[src/rtl/math_log2_pipe_if.sv]
// Ready/valid bundle for math_log2_pipe: sample in, log2 result out.
// master drives samples and out_ready; slave is the log2 unit.
interface math_log2_pipe_if #(
  parameter int DIN_WIDTH  = 32,
  parameter int DOUT_WIDTH = 10,
  parameter int TAG_WIDTH  = 1
);
  logic                  in_valid;
  logic                  in_ready;
  logic [DIN_WIDTH-1:0]  din;
  logic [TAG_WIDTH-1:0]  in_tag;
  logic                  out_valid;
  logic                  out_ready;
  logic [DOUT_WIDTH-1:0] dout;
  logic                  out_zero;
  logic [TAG_WIDTH-1:0]  out_tag;

  modport master (
    output in_valid, din, in_tag, out_ready,
    input  in_ready, out_valid, dout, out_zero, out_tag
  );

  modport slave (
    input  in_valid, din, in_tag, out_ready,
    output in_ready, out_valid, dout, out_zero, out_tag
  );
endinterface

[src/rtl/math_log2_pipe.sv]
// Pipelined fixed-point log2 with global stall; MATH_LOG2_INTERP_EN adds a
// linear-interpolation stage between adjacent fraction table entries.
module math_log2_pipe #(
  parameter int DIN_WIDTH       = 32,
  parameter int DIN_DECI_WIDTH  = 0,
  parameter int DOUT_WIDTH      = 10,
  parameter int DOUT_DECI_WIDTH = 4,
  parameter int LUT_ADDR_WIDTH  = 5,
  parameter int TAG_WIDTH       = 1
) (
  input logic clk,
  input logic rst,
  math_log2_pipe_if.slave io
);

  localparam int F          = DOUT_DECI_WIDTH;
  localparam int M          = LUT_ADDR_WIDTH;
  localparam int IW         = DOUT_WIDTH - F;
  localparam int PW         = $clog2(DIN_WIDTH);
  localparam int R          = 4;
  localparam int GUARD_BITS = 8;
  localparam int LUT_W      = F + 1;
  localparam int LUT_BITS   = ((1 << M) + 1) * LUT_W;
  localparam logic [DOUT_WIDTH-1:0] MOST_NEG = {1'b1, {(DOUT_WIDTH-1){1'b0}}};

  if (IW < PW + 1) begin : g_chk_iw
    $error("math_log2_pipe: DOUT_WIDTH-DOUT_DECI_WIDTH cannot hold the integer part");
  end
  if (M > DIN_WIDTH - 1) begin : g_chk_m
    $error("math_log2_pipe: LUT_ADDR_WIDTH must be at most DIN_WIDTH-1");
  end

  // log2(1 + idx/2^M) by repeated squaring in Q2.30; truncating to
  // F+GUARD_BITS bits and then rounding half-up gives the exact rounding.
  function automatic logic [LUT_W-1:0] lut_entry(input int idx);
    logic [63:0] x;
    logic [63:0] acc;
    logic [63:0] rnd;
    if (idx >= (1 << M)) return LUT_W'(1 << F);
    x   = (((64'd1 << M) + 64'(idx)) << 30) >> M;
    acc = 64'd0;
    for (int k = 0; k < F + GUARD_BITS; k++) begin
      x   = (x * x) >> 30;
      acc = acc << 1;
      if (x >= (64'd2 << 30)) begin
        acc = acc | 64'd1;
        x   = x >> 1;
      end
    end
    rnd = (acc + (64'd1 << (GUARD_BITS - 1))) >> GUARD_BITS;
    if (rnd > 64'((1 << F) - 1)) rnd = 64'((1 << F) - 1);
    return LUT_W'(rnd);
  endfunction

  function automatic logic [LUT_BITS-1:0] build_lut();
    logic [LUT_BITS-1:0] t;
    t = '0;
    for (int i = 0; i <= (1 << M); i++) t[i*LUT_W +: LUT_W] = lut_entry(i);
    return t;
  endfunction

  localparam logic [LUT_BITS-1:0] LUT_TBL = build_lut();

  function automatic logic [LUT_W-1:0] lut_rd(input logic [M:0] a);
    return LUT_TBL[a*LUT_W +: LUT_W];
  endfunction

  function automatic logic [PW-1:0] msb_idx(input logic [DIN_WIDTH-1:0] v);
    logic [PW-1:0] idx;
    idx = '0;
    for (int i = 0; i < DIN_WIDTH; i++) if (v[i]) idx = PW'(i);
    return idx;
  endfunction

  function automatic logic signed [IW-1:0] int_part(input logic [PW-1:0] p);
    return IW'($signed({1'b0, p})) - IW'(DIN_DECI_WIDTH);
  endfunction

  function automatic logic [DOUT_WIDTH-1:0] assemble(input logic zero,
                                                     input logic signed [IW-1:0] ip,
                                                     input logic [F-1:0] fr);
    if (zero) return MOST_NEG;
    return {ip, fr};
  endfunction

`ifdef MATH_LOG2_INTERP_EN
  // Table is monotonic, so hi >= lo; the sum can only reach 2^F, which saturates.
  function automatic logic [F-1:0] interp_frac(input logic [LUT_W-1:0] lo,
                                               input logic [LUT_W-1:0] hi,
                                               input logic [R-1:0] r);
    logic [LUT_W+R-1:0] prod;
    logic [LUT_W:0]     sum;
    prod = (LUT_W+R)'(hi - lo) * (LUT_W+R)'(r);
    sum  = (LUT_W+1)'(lo) + (LUT_W+1)'(prod >> R);
    if (sum > (LUT_W+1)'((1 << F) - 1)) sum = (LUT_W+1)'((1 << F) - 1);
    return F'(sum);
  endfunction
`endif

  logic adv;
  logic out_valid_r;
  logic [DOUT_WIDTH-1:0] dout_r;
  logic out_zero_r;
  logic [TAG_WIDTH-1:0] out_tag_r;

  assign adv         = !(out_valid_r && !io.out_ready);
  assign io.in_ready = adv;
  assign io.out_valid = out_valid_r;
  assign io.dout      = dout_r;
  assign io.out_zero  = out_zero_r;
  assign io.out_tag   = out_tag_r;

  // S1: input register
  logic                 vld_p0;
  logic [DIN_WIDTH-1:0] din_p0;
  logic [TAG_WIDTH-1:0] tag_p0;

  // S2: leading-one position and zero detect
  logic                 vld_p1;
  logic [DIN_WIDTH-1:0] din_p1;
  logic [TAG_WIDTH-1:0] tag_p1;
  logic [PW-1:0]        p_p1;
  logic                 zero_p1;

  // S3: normalised mantissa address and integer part
  logic                  vld_p2;
  logic [TAG_WIDTH-1:0]  tag_p2;
  logic [M-1:0]          addr_p2;
  logic signed [IW-1:0]  int_p2;
  logic                  zero_p2;
  logic [PW-1:0]         sh_p1;
  logic [DIN_WIDTH-1:0]  norm_p1;

  assign sh_p1   = PW'(DIN_WIDTH - 1) - p_p1;
  assign norm_p1 = din_p1 << sh_p1;

`ifdef MATH_LOG2_INTERP_EN
  logic [R-1:0]           rem_p2;
  logic [DIN_WIDTH+R-1:0] ext_p1;
  assign ext_p1 = {norm_p1, {R{1'b0}}};
`endif

  always_ff @(posedge clk) begin
    if (rst) begin
      vld_p0 <= 1'b0;
      vld_p1 <= 1'b0;
      vld_p2 <= 1'b0;
    end else if (adv) begin
      vld_p0 <= io.in_valid;
      vld_p1 <= vld_p0;
      vld_p2 <= vld_p1;
    end
  end

  always_ff @(posedge clk) begin
    if (adv) begin
      din_p0  <= io.din;
      tag_p0  <= io.in_tag;
      // ---- S1 -> S2
      din_p1  <= din_p0;
      tag_p1  <= tag_p0;
      p_p1    <= msb_idx(din_p0);
      zero_p1 <= (din_p0 == '0);
      // ---- S2 -> S3
      tag_p2  <= tag_p1;
      int_p2  <= int_part(p_p1);
      zero_p2 <= zero_p1;
`ifdef MATH_LOG2_INTERP_EN
      addr_p2 <= M'(ext_p1 >> (DIN_WIDTH - 1 - M + R));
      rem_p2  <= R'(ext_p1 >> (DIN_WIDTH - 1 - M));
`else
      addr_p2 <= M'(norm_p1 >> (DIN_WIDTH - 1 - M));
`endif
    end
  end

`ifdef MATH_LOG2_INTERP_EN
  // S4a: fetch both table neighbours
  logic                 vld_p3;
  logic [TAG_WIDTH-1:0] tag_p3;
  logic [LUT_W-1:0]     lo_p3;
  logic [LUT_W-1:0]     hi_p3;
  logic [R-1:0]         rem_p3;
  logic signed [IW-1:0] int_p3;
  logic                 zero_p3;

  always_ff @(posedge clk) begin
    if (rst)      vld_p3 <= 1'b0;
    else if (adv) vld_p3 <= vld_p2;
  end

  always_ff @(posedge clk) begin
    if (adv) begin
      tag_p3  <= tag_p2;
      lo_p3   <= lut_rd({1'b0, addr_p2});
      hi_p3   <= lut_rd({1'b0, addr_p2} + 1'b1);
      rem_p3  <= rem_p2;
      int_p3  <= int_p2;
      zero_p3 <= zero_p2;
    end
  end

  // S4b: interpolate and register the result
  always_ff @(posedge clk) begin
    if (rst) begin
      out_valid_r <= 1'b0;
      dout_r      <= '0;
      out_zero_r  <= 1'b0;
      out_tag_r   <= '0;
    end else if (adv) begin
      out_valid_r <= vld_p3;
      dout_r      <= assemble(zero_p3, int_p3, interp_frac(lo_p3, hi_p3, rem_p3));
      out_zero_r  <= zero_p3;
      out_tag_r   <= tag_p3;
    end
  end
`else
  // S4: table lookup and output register
  always_ff @(posedge clk) begin
    if (rst) begin
      out_valid_r <= 1'b0;
      dout_r      <= '0;
      out_zero_r  <= 1'b0;
      out_tag_r   <= '0;
    end else if (adv) begin
      out_valid_r <= vld_p2;
      dout_r      <= assemble(zero_p2, int_p2, F'(lut_rd({1'b0, addr_p2})));
      out_zero_r  <= zero_p2;
      out_tag_r   <= tag_p2;
    end
  end
`endif

endmodule

[src/flat_wrapper.sv]
// flat-port wrapper written by rule: the top's interface ports become plain ports
module math_log2_pipe_flat 
#(
  parameter int DIN_WIDTH       = 32,
  parameter int DIN_DECI_WIDTH  = 0,
  parameter int DOUT_WIDTH      = 10,
  parameter int DOUT_DECI_WIDTH = 4,
  parameter int LUT_ADDR_WIDTH  = 5,
  parameter int TAG_WIDTH       = 1
)
  (clk, rst, io_in_valid, io_din, io_in_tag, io_out_ready, io_in_ready, io_out_valid, io_dout, io_out_zero, io_out_tag);
  math_log2_pipe_if #(.DIN_WIDTH(DIN_WIDTH), .DOUT_WIDTH(DOUT_WIDTH), .TAG_WIDTH(TAG_WIDTH)) io_i ();
  input logic clk;
  input logic rst;
  input wire logic [$bits(io_i.in_valid)-1:0] io_in_valid;
  input wire logic [$bits(io_i.din)-1:0] io_din;
  input wire logic [$bits(io_i.in_tag)-1:0] io_in_tag;
  input wire logic [$bits(io_i.out_ready)-1:0] io_out_ready;
  output wire logic [$bits(io_i.in_ready)-1:0] io_in_ready;
  output wire logic [$bits(io_i.out_valid)-1:0] io_out_valid;
  output wire logic [$bits(io_i.dout)-1:0] io_dout;
  output wire logic [$bits(io_i.out_zero)-1:0] io_out_zero;
  output wire logic [$bits(io_i.out_tag)-1:0] io_out_tag;
  assign io_i.in_valid = io_in_valid;
  assign io_i.din = io_din;
  assign io_i.in_tag = io_in_tag;
  assign io_i.out_ready = io_out_ready;
  assign io_in_ready = io_i.in_ready;
  assign io_out_valid = io_i.out_valid;
  assign io_dout = io_i.dout;
  assign io_out_zero = io_i.out_zero;
  assign io_out_tag = io_i.out_tag;
  math_log2_pipe #(.DIN_WIDTH(DIN_WIDTH), .DIN_DECI_WIDTH(DIN_DECI_WIDTH), .DOUT_WIDTH(DOUT_WIDTH), .DOUT_DECI_WIDTH(DOUT_DECI_WIDTH), .LUT_ADDR_WIDTH(LUT_ADDR_WIDTH), .TAG_WIDTH(TAG_WIDTH)) u_core (.clk(clk), .rst(rst), .io(io_i));
endmodule
[config.mk]
export PLATFORM = sky130hd
export DESIGN_NAME = math_log2_pipe_flat
export DESIGN_NICKNAME = d
export VERILOG_FILES = /design/src/rtl/math_log2_pipe_if.sv /design/src/rtl/math_log2_pipe.sv /design/src/flat_wrapper.sv
export SDC_FILE = /design/constraint.sdc
export NUM_CORES = 1
export LEC_CHECK = 0
export ABC_CLOCK_PERIOD_IN_PS = 20500
export CAP_MARGIN = 20
export CORE_MARGIN = 8
export CORE_UTILIZATION = 59
export CTS_CLUSTER_SIZE = 30
export DETAILED_ROUTE_END_ITERATION = 8
export PLACE_DENSITY = 0.93
export SLEW_MARGIN = 20
export SYNTH_ARGS = -nofsm -noshare
export SYNTH_HDL_FRONTEND = slang
export SYNTH_SLANG_ARGS = --single-unit
export TNS_END_PERCENT = 100
[constraint.sdc]
create_clock -name clk -period 20.5 [get_ports clk]
set_input_delay 6.15 -clock clk [delete_from_list [all_inputs] [get_ports clk]]
set_output_delay 6.15 -clock clk [all_outputs]
set_load 0.02 [all_outputs]
; ---- Word level (Yosys, flattened, before mapping)
; Index checks and enable logic that the tools add are counted.
[word_totals]
ff_bits = 100
inputBits = 37
output_inout_bits = 14
elab_cells = 68
[op_classes]
n_addsub = 1
multipliers = 1
n_shift = 2
muxes = 35
reduce_logical = 8
[op_table]
columns = op, n
row1 = $shiftx 165x9->4 const A, 1
row2 = $mux 4, 16
row3 = $logic_not 32->1, 1
row4 = $shl 32x5->31, 1
row5 = $mux 3, 8
row6 = $mux 10, 2
row7 = $reduce_or 16->1, 1
row8 = $mul 5x3->8 const B, 1
row9 = $mux 2, 4
row10 = $reduce_or 8->1, 1
row11 = $mux 1, 5
row12 = $sub 5x5->5 const A, 1
row13 = $reduce_or 4->1, 1
row14 = $logic_not 1->1, 2
row15 = $reduce_or 2->1, 1
row16 = $logic_and 1x1->1, 1

; ---- Logic depth before layout (Yosys ltp)
; Gate-level depths: netlist (run 1).
[depth]
word_depth = 30
depth_mapped = 7
ltp_nobuf = 7

; ---- Worst setup path after synthesis (run 1)
; Ideal clock, no wire load.
[synth_path]
kind = input to output
startpoint = input io_out_ready
endpoint = output io_in_ready
arrival_ns = 9.071
required_ns = 14.350
setup_slack_ns = 5.279
stages = 4
path_buffers = 2
cell_sequence = nor2b_1 > clkbuf_1 > inv_1 > clkbuf_1
[synth_between]
elab_chain_len = 3
[synth_rtl]
columns = element, line_no
row1 = start: declaration, flat_wrapper.sv:18  ; input wire logic [$bits(io_i.out_ready)-1:0] io_out_ready;
row2 = $logic_not 1->1, math_log2_pipe.sv:106  ; assign adv = !(out_valid_r && !io.out_ready);
row3 = $logic_and 1x1->1, math_log2_pipe.sv:106
row4 = $logic_not 1->1, math_log2_pipe.sv:106
row5 = end: declaration, flat_wrapper.sv:19  ; output wire logic [$bits(io_i.in_ready)-1:0] io_in_ready;
; Every way passes these cells.

; ---- Worst setup path in the final report (run 1)
; Ends and elaborated chain as after synthesis.

==> qor.csv, run 1 <==
metric,value,unit
outcome,finished clean,
setup_viol,0,
fillCellCount,519,
ff2ff_path_depth,6,
start_kind,input port,
timing.hold.ws,0.428,ns
drtIter0Drc,334,
holdPathStages,0,
required,14.35,ns
die_area,10800,um^2
cts_buffers,9,
finalHoldViolCount,0,
met2_wirelength,5.02,mm
ys_warn_count,0,
grt_pass1_vias,3136,
report.final.slew_viol_count,0,
num_antenna_cells,0,
clkTransAtPathRegs,0.10,ns
dp_hpwl,6.65,mm
root_buffer,clkbuf_8,
r2r_start,u_core.p_p1[1]$_SDFFCE_PP1N_,
grt_max_degree,83,
nets,444,
antenna_found_initial,0,
grt_pass1_wl,15.4,mm
rows,32,
route.vias.total,3207,
cts_tree,built,
drc_errors,0,
power,0.000425,W
clock_path_buffers,2,
tightest_slew,0.980,ns
top_layer,met4,
max-cap-violations,0,
final_layout_size_suffix_gt1_share,8.80,%
relSlewSlack,34.6,%
rsz0062_at_grt,no,
critPathLaunch,io_out_ready,
p_per_area,80.1,nW/um^2
io_buffers,50,
routedLengthMet1,3.62,mm
first_pass_iters,4,
ant_nets,0,
crit_type,input port to primary output,
post-route-period-util,67.8,%
ioPinCount,51,
ys_seq_area_share,61.5,%
ir_worst_vdd,0.0605,mV
cts_resized,0,
ys.flop_type,edfxtp_1,
clock-sinks,98,
critical_path_arrival,7.75,ns
setup_tns,0,ns
post_cts_buffers,0,
vias_per_cell,6.28,
min_period,13.90,ns
die_width,104,um
cp-end-kind,primary output,
power_leakage,2.00,nW
hold_class,flop to flop,
grt_overflow_total,0,
synth_async_sr_flop_share,0,%
utilization,69.8,%
clock_latency,0.37,ns
clock_skew,0.0131,ns
synth-edff-count,83,
place_congestion,0.887,
ys_types,53,
core,7610,um^2
start_util,59.7,%
wl,9.46,mm
htree_levels,3,
min_from,u_core.tag_p0$_DFFE_PN_,
synth.avg_cell_area,12.6,um^2
netlist_instances,361,
syn-num-nets,401,
die_h,104,um
areaGrowthSynthToFinish,16.9,%
wl_per_cell,18.5,um
synthesis.area,4540,um^2
grtUsageTotal,17.6,%
synth-seq-cells,98,
ctsHoldBuffers,0,
path_max_fanout,19,
dr_wl_met3,684,um
fmaxAchievable,0.0720,GHz
## cell families after synthesis
group	count (synthesis)	share of synthesized area, %
buffers and inverters	38	3.56
AND/OR/NAND/NOR	107	12.3
flip-flops	98	61.5
AO/OA/AOI/OAI	82	12.3
XOR/XNOR	2	0.386
adder cells (fa/ha/maj)	3	0.827
multiplexers	31	9.15
## power breakdown
part	switching, W	total, W	internal (W)
clock	0.0000698	0.000129	0.0000588
sequential	0.0000129	0.000243	0.000230
combinational	0.0000255	0.0000533	0.0000277
## sequential cells by signal, summed over array words and instances (netlist names)
register,cells
u_core.zero_p1,1
u_core.io.dout,9
u_core.io.out_tag,1
u_core.int_p2,5
u_core.p_p1,5
u_core.vld_p2,1
u_core.zero_p2,1
u_core.din_p0,32
u_core.tag_p2,1
u_core.vld_p1,1
u_core.io.out_valid,1
u_core.tag_p0,1
u_core.vld_p0,1
u_core.din_p1,31
u_core.tag_p1,1
u_core.io.out_zero,1
u_core.addr_p2,5
## synthesized netlist by cell type (8+ instances only)
master	instances	area share [%]
edfxtp_1	83	55
nand2_1	31	2.6
nor2_1	26	2.1
a21oi_1	24	2.6
mux2i_1	19	4.2
clkbuf_1	15	1.2
dfxtp_1	15	6.6
inv_1	15	1.2
nor2b_1	10	1.4
nor3_1	9	0.99
a31oi_1	8	1.1
mux4_2	8	4.0
## cell usage in the layout, fill, tap and decap left out, types with 3 or more instances in the layout
cell type	instances
edfxtp_1	83
clkdlybuf4s50_1	50
nand2_1	31
nor2_1	26
a21oi_1	24
mux2i_1	19
dfxtp_1	15
inv_1	14
nor2b_1	10
nor3_1	9
clkbuf_8	9
a31oi_1	8
mux4_2	8
a2111oi_0	7
nand3_1	7
o21ai_0	6
nand3b_1	6
buf_4	5
o22ai_1	4
a22oi_1	4
a211oi_1	4
nand4_1	4
a221oi_1	4
a311oi_1	3
o31ai_1	3
nor4_1	3
nand2b_1	3
mux2_1	3
ha_1	3
## through the flow
step           area [um^2]  instances  worst slack (ns)
5_1_grt               5310        511              6.47
6_report              5310        511              6.60
3_3_place_gp          5100        495              6.64
2_1_floorplan         4540        361              5.28
3_5_place_dp          5100        495              6.58
4_1_cts               5310        511              6.57
## critical path, cell delays in order
cell and delay [ns]:
clkdlybuf4s50_1 0.40, nor2b_1 0.12, buf_4 0.23, clkinv_2 0.22
clkdlybuf4s50_1 0.61
## per-layer routing
metal / GRT usage, % / vias up
met5: 0 / -
met4: 6.51 / 0
met3: 5.02 / 19
met2: 31.0 / 154
met1: 19.7 / 1559
li1: - / 1475
## path summary, 6_finish.rpt
| kind | end | slack, ns |
|---|---|---|
| min | u_core.tag_p1$_DFFE_PN_ | 0.43 |
| max | io_in_ready | 6.60 |
| max reg2reg | u_core.addr_p2[2]$_DFFE_PN_ | 18.19 |
| min reg2reg | u_core.tag_p1$_DFFE_PN_ | 0.43 |
## final cells by class
cell class              instances  area (um^2)  area share [%]
flip-flops and latches         98         2790            52.6
multi-input cells             225         1590            29.9
repair buffers                 55          538            10.1
well taps                     102          128            2.40
clock buffers                   9          124            2.33
clock inverters                 7         82.6            1.56
inverters                      15         57.6            1.08
(Power assumes the default switching activity.)
==> run 2, diff against run 1 <==
ABC_CLOCK_PERIOD_IN_PS = 14300   (was 20500)
CORE_UTILIZATION = 56   (was 59)
PLACE_DENSITY = 0.89   (was 0.93)
clock period = 14.3 ns   (was 20.5 ns; I/O delays follow)
==> qor.csv, run 2 (synthesis results as in run 1) <==
metric,value,unit,change
outcome,finished clean,,
grt_pass1_vias,3008,,-4.1%
crit_path_cell_trace,clkdlybuf4s50_1 > nor2b_1 > buf_4 > clkinv_2 > clkdlybuf4s50_1,,
start_util,56.4,%,-3.3 points
use_met3,4.66,%,-0.36 points
critical_path_arrival,5.89,ns,-1.86 ns
setup_viol,0,,unchanged
first_pass_iters,5,,+1
drc_errors,0,,unchanged
ctsHoldBuffers,0,,unchanged
setup_tns,0,ns,unchanged
report.final.slew_viol_count,0,,unchanged
core,8050,um^2,+5.8%
crit_cells,5,,unchanged
hold_class,flop to flop,,
fin_area,5320,um^2,+0.31%
ant_nets,0,,unchanged
clkTransAtPathRegs,0.10,ns,about the same
holdPathStages,0,,unchanged
grt_use_met1,18.0,%,-1.7 points
wl_per_cell,17.1,um,-7.9%
ir_worst_vdd,0.0773,mV,+28%
placed_cells,497,,+0.40%
num_antenna_cells,0,,unchanged
areaGrowthSynthToFinish,17.3,%,
utilization,66.1,%,-3.6 points
rows,33,,+3.1%
cp-end-kind,primary output,,
min_period,10.18,ns,
p_per_area,114,nW/um^2,+43%
ioPinCount,51,,unchanged
clock_path_buffers,2,,unchanged
busiest_layer,met2,,
post-route-period-util,71.2,%,
vias_per_cell,5.95,,-5.2%
max-cap-violations,0,,unchanged
regMostFlops,u_core.din_p0,,
clock_latency,0.36,ns,about the same
start_kind,input port,,
antenna_found_initial,0,,unchanged
grtUsageTotal,15.7,%,-1.8 points
power_frac_clock,30.2,%,about the same
stdcell_count,514,,+0.59%
relSlewSlack,34.7,%,+0.080 points
place_area,5100,um^2,about the same
layout_common_cells,"edfxtp_1 (83), clkdlybuf4s50_1 (50), nand2_1 (31)",,
largest_register_ffs,32,,unchanged
required,10.01,ns,-4.34 ns
fmaxAchievable,0.0982,GHz,
finalHoldViolCount,0,,unchanged
drtIter0Drc,199,,-40%
grt_overflow_total,0,,unchanged
final_common_cell,edfxtp_1,,
cts_resized,0,,unchanged
crit_top_cell,clkdlybuf4s50_1,,
cpMaxStageDelayCell,clkdlybuf4s50_1,,
rsz0062_at_grt,no,,
sequentialPowerShare,57.4,%,+0.2 points
p_comb_share,12.4,%,about the same
p_int,0.000455,W,+44%
dp_hpwl,6.20,mm,-6.7%
switching_share,25.2,%,-0.24 points
clock-sinks,98,,unchanged
crit_type,input port to primary output,,
io_buffers,50,,unchanged
power,0.000608,W,+43%
grt_max_degree,82,,-1.2%
root_buffer,clkbuf_8,,
critPathBufInv,4,,unchanged
die_h,106,um,+2.2%
place_congestion,0.850,,-4.2%
post_cts_buffers,0,,unchanged
tightest_slew,0.979,ns,-0.00120 ns
wl,8.77,mm,-7.3%
use_met2,27.0,%,-4.0 points
ff2ff_path_depth,6,,unchanged
nets,444,,unchanged
path_max_fanout,19,,unchanged
p_switching,0.000153,W,+42%
die_width,106,um,+2.2%
route.vias.total,3058,,-4.6%
htree_levels,3,,unchanged
die_area,11200,um^2,+4.5%
critical-path-top-delay-family,buffers and inverters,,
final_layout_size_suffix_gt1_share,9.05,%,+0.24 points
clock_skew,0.0117,ns,-0.00143 ns
cts_buffers,9,,unchanged
grt_pass1_wl,14.3,mm,-7.1%
power_leakage,2.01,nW,+0.11%
cts_tree,built,,
slowest_delay,0.61,ns,about the same
-- run 2: through the flow --
step                      hold slack [ns]  worst slack (ns)
after CTS                           0.430              4.11
after detailed placement            0.406              4.12
after global placement              0.403              4.14
after floorplan                     0.400              2.80
after global routing                0.448              4.02
final                               0.428              4.12
-- run 2: worst paths after layout --
| check | end | slack (ns) | start |
|---|---|---|---|
| setup / recovery | io_in_ready | 4.12 | io_out_ready |
| hold / removal | u_core.zero_p2$_DFFE_PN_ | 0.43 | u_core.zero_p1$_DFFE_PN_ |
| setup reg to reg | u_core.addr_p2[2]$_DFFE_PN_ | 12.00 | u_core.p_p1[1]$_SDFFCE_PP1N_ |
| hold reg to reg | u_core.zero_p2$_DFFE_PN_ | 0.43 | u_core.zero_p1$_DFFE_PN_ |
-- run 2: final cells by class --
type                       count  area, um^2
clock buffer                   9         124
timing repair buffer          55         546
tap                          105         131
multi-input combinational    225        1590
clock inverter                 7        87.6
sequential                    98        2790
inverter                      15        57.6
fill                         568        2730
-- run 2: power by group through the flow --
stage | clock network [W] | registers (W) | logic, W
2_1_floorplan | 0 | 0.000351 | 0.0000481
3_3_place_gp | 0 | 0.000355 | 0.0000705
3_5_place_dp | 0 | 0.000357 | 0.0000725
4_1_cts | 0.000188 | 0.000350 | 0.0000729
5_1_grt | 0.000200 | 0.000352 | 0.0000825
6_report | 0.000184 | 0.000349 | 0.0000752
-- run 2: worst reg2reg max path: stages, from the launching register on --
cell and delay, ns:
edfxtp_1 0.34, buf_4 0.43, mux4_2 0.58, nor2b_1 0.14
a311o_1 0.33, a21oi_1 0.14, a31oi_1 0.06
-- run 2: metal layers --
metal	wire length, um	part of all wire [%]
met5	0	0
met4	169	1.9
met3	587	6.7
met2	4510	51
met1	3500	40
==> run 3, diff against run 2 <==
ABC_CLOCK_PERIOD_IN_PS = 9700   (was 14300)
clock period = 9.7 ns   (was 14.3 ns; I/O delays follow)
==> qor.csv, run 3 (synthesis results as in run 1) <==
metric,value,unit,change
wl,9.23,mm,+5.3%
power,0.000911,W,+50%
ioPinCount,51,,unchanged
root_buffer,clkbuf_8,,
crit_type,input port to primary output,,
post_cts_buffers,0,,unchanged
finalHoldViolCount,0,,unchanged
final_common_cell,edfxtp_1,,
die_h,106,um,unchanged
p_per_area,171,nW/um^2,+50%
r2r_start,u_core.p_p1[1]$_SDFFCE_PP1N_,,
clock_skew,0.0106,ns,-0.00114 ns
dp_hpwl,6.42,mm,+3.5%
timing.hold.ws,0.433,ns,+0.00497 ns
grtUsageTotal,16.8,%,+1.1 points
min_from,u_core.tag_p1$_DFFE_PN_,,
setup_viol,0,,unchanged
clkTransAtPathRegs,0.10,ns,about the same
regMostFlops,u_core.din_p0,,
grt_pass1_vias,3111,,+3.4%
cts_tree,built,,
die_width,106,um,unchanged
max-cap-violations,0,,unchanged
place_congestion,0.853,,+0.36%
io_buffers,50,,unchanged
hold_end,u_core.tag_p2$_DFFE_PN_,,
layout_common_cells,"edfxtp_1 (83), clkdlybuf4s50_1 (50), nand2_1 (31)",,
critical_path_arrival,4.33,ns,-1.56 ns
route.vias.total,3086,,+0.92%
worstReg2RegEnd,u_core.addr_p2[2]$_DFFE_PN_,,
start_kind,input port,,
die_area,11200,um^2,unchanged
drc_errors,0,,unchanged
cts_resized,0,,unchanged
cp-end-kind,primary output,,
largest_register_ffs,32,,unchanged
rsz0062_at_grt,no,,
nets,444,,unchanged
clock_latency,0.37,ns,about the same
vias_per_cell,6.00,,+0.92%
outcome,finished clean,,
hold_class,flop to flop,,
num_antenna_cells,0,,unchanged
required,6.79,ns,-3.22 ns
power_leakage,2.01,nW,about the same
ctsHoldBuffers,0,,unchanged
tightest_slew,0.767,ns,-0.212 ns
wl_per_cell,18.0,um,+5.3%
grt_pass1_wl,15.0,mm,+5.1%
grt_overflow_total,0,,unchanged
setup_tns,0,ns,unchanged
relSlewSlack,48.9,%,+14 points
report.final.slew_viol_count,0,,unchanged
min_period,7.24,ns,
cts_buffers,9,,unchanged
htree_levels,3,,unchanged
core,8050,um^2,unchanged
clock-sinks,98,,unchanged
areaGrowthSynthToFinish,17.3,%,about the same
drtIter0Drc,228,,+15%
clock_path_buffers,2,,unchanged
grt_max_degree,95,,+16%
final_layout_size_suffix_gt1_share,8.56,%,-0.49 points
ir_worst_vdd,0.126,mV,+62%
holdPathStages,0,,unchanged
path_max_fanout,19,,unchanged
post-route-period-util,74.6,%,
ff2ff_path_depth,6,,unchanged
first_pass_iters,4,,-1
antenna_found_initial,0,,unchanged
start_util,56.4,%,unchanged
rrSetupSlack,7.38,ns,-4.62 ns
rows,33,,unchanged
fmaxAchievable,0.138,GHz,
ant_nets,0,,unchanged
run 3: changes by cell type in the layout (fill, tap and decap cells not counted), sizes merged:
| cell | previous run | this run |
|---|---|---|
| bufinv | 1 | 2 |
| clkbuf | 9 | 10 |
| inv | 17 | 15 |
run 3: how the worst max path moves through the flow:
stage | depth (start not counted) | slack (ns) | endpoint | startpoint
2_1_floorplan | 4 | 0.96 | io_in_ready | io_out_ready
3_3_place_gp | 5 | 2.47 | io_in_ready | io_out_ready
3_5_place_dp | 5 | 2.48 | io_in_ready | io_out_ready
4_1_cts | 5 | 2.47 | io_in_ready | io_out_ready
5_1_grt | 5 | 2.40 | io_in_ready | io_out_ready
6_report | 5 | 2.46 | io_in_ready | io_out_ready
run 3: through the flow:
| step | cell area (um^2) | instances | worst slack (ns) | utilization, % |
|---|---|---|---|---|
| after floorplan | 4540 | 361 | 0.959 | - |
| final | 5330 | 514 | 2.46 | 66.1 |
| after detailed placement | 5100 | 498 | 2.48 | 63.4 |
| after global placement | 5100 | 498 | 2.47 | 63.4 |
| after CTS | 5320 | 514 | 2.47 | 66.1 |
| after global routing | 5330 | 514 | 2.40 | 66.1 |
run 3: worst max-delay path, cell delays in order:
cell             delay [ns]
clkdlybuf4s50_1        0.39
nor2b_1                0.11
buf_4                  0.23
clkinv_2               0.13
clkdlybuf4s50_1        0.56
run 3: power by group:
| group | switching [W] | total [W] | internal (W) |
|---|---|---|---|
| registers | 0.0000269 | 0.000514 | 0.000487 |
| clock network | 0.000139 | 0.000285 | 0.000146 |
| logic | 0.0000536 | 0.000112 | 0.0000587 |
run 3: per-layer routing:
layer  track usage (%)  up-vias  routed length (um)
met5                 0        -                   0
met1              18.8     1480                3560
li1                  -     1469                   -
met2              28.8      120                4820
met4              7.04        0                 181
met3              5.75       17                 669
run 3: final cells by class:
class	count	area (um^2)
Fill cell	576	2730
Tap cell	105	131
Clock buffer	10	128
Multi-Input combinational cell	225	1590
Inverter	15	57.6
Sequential cell	98	2790
Clock inverter	6	88.8
Timing Repair Buffer	55	542
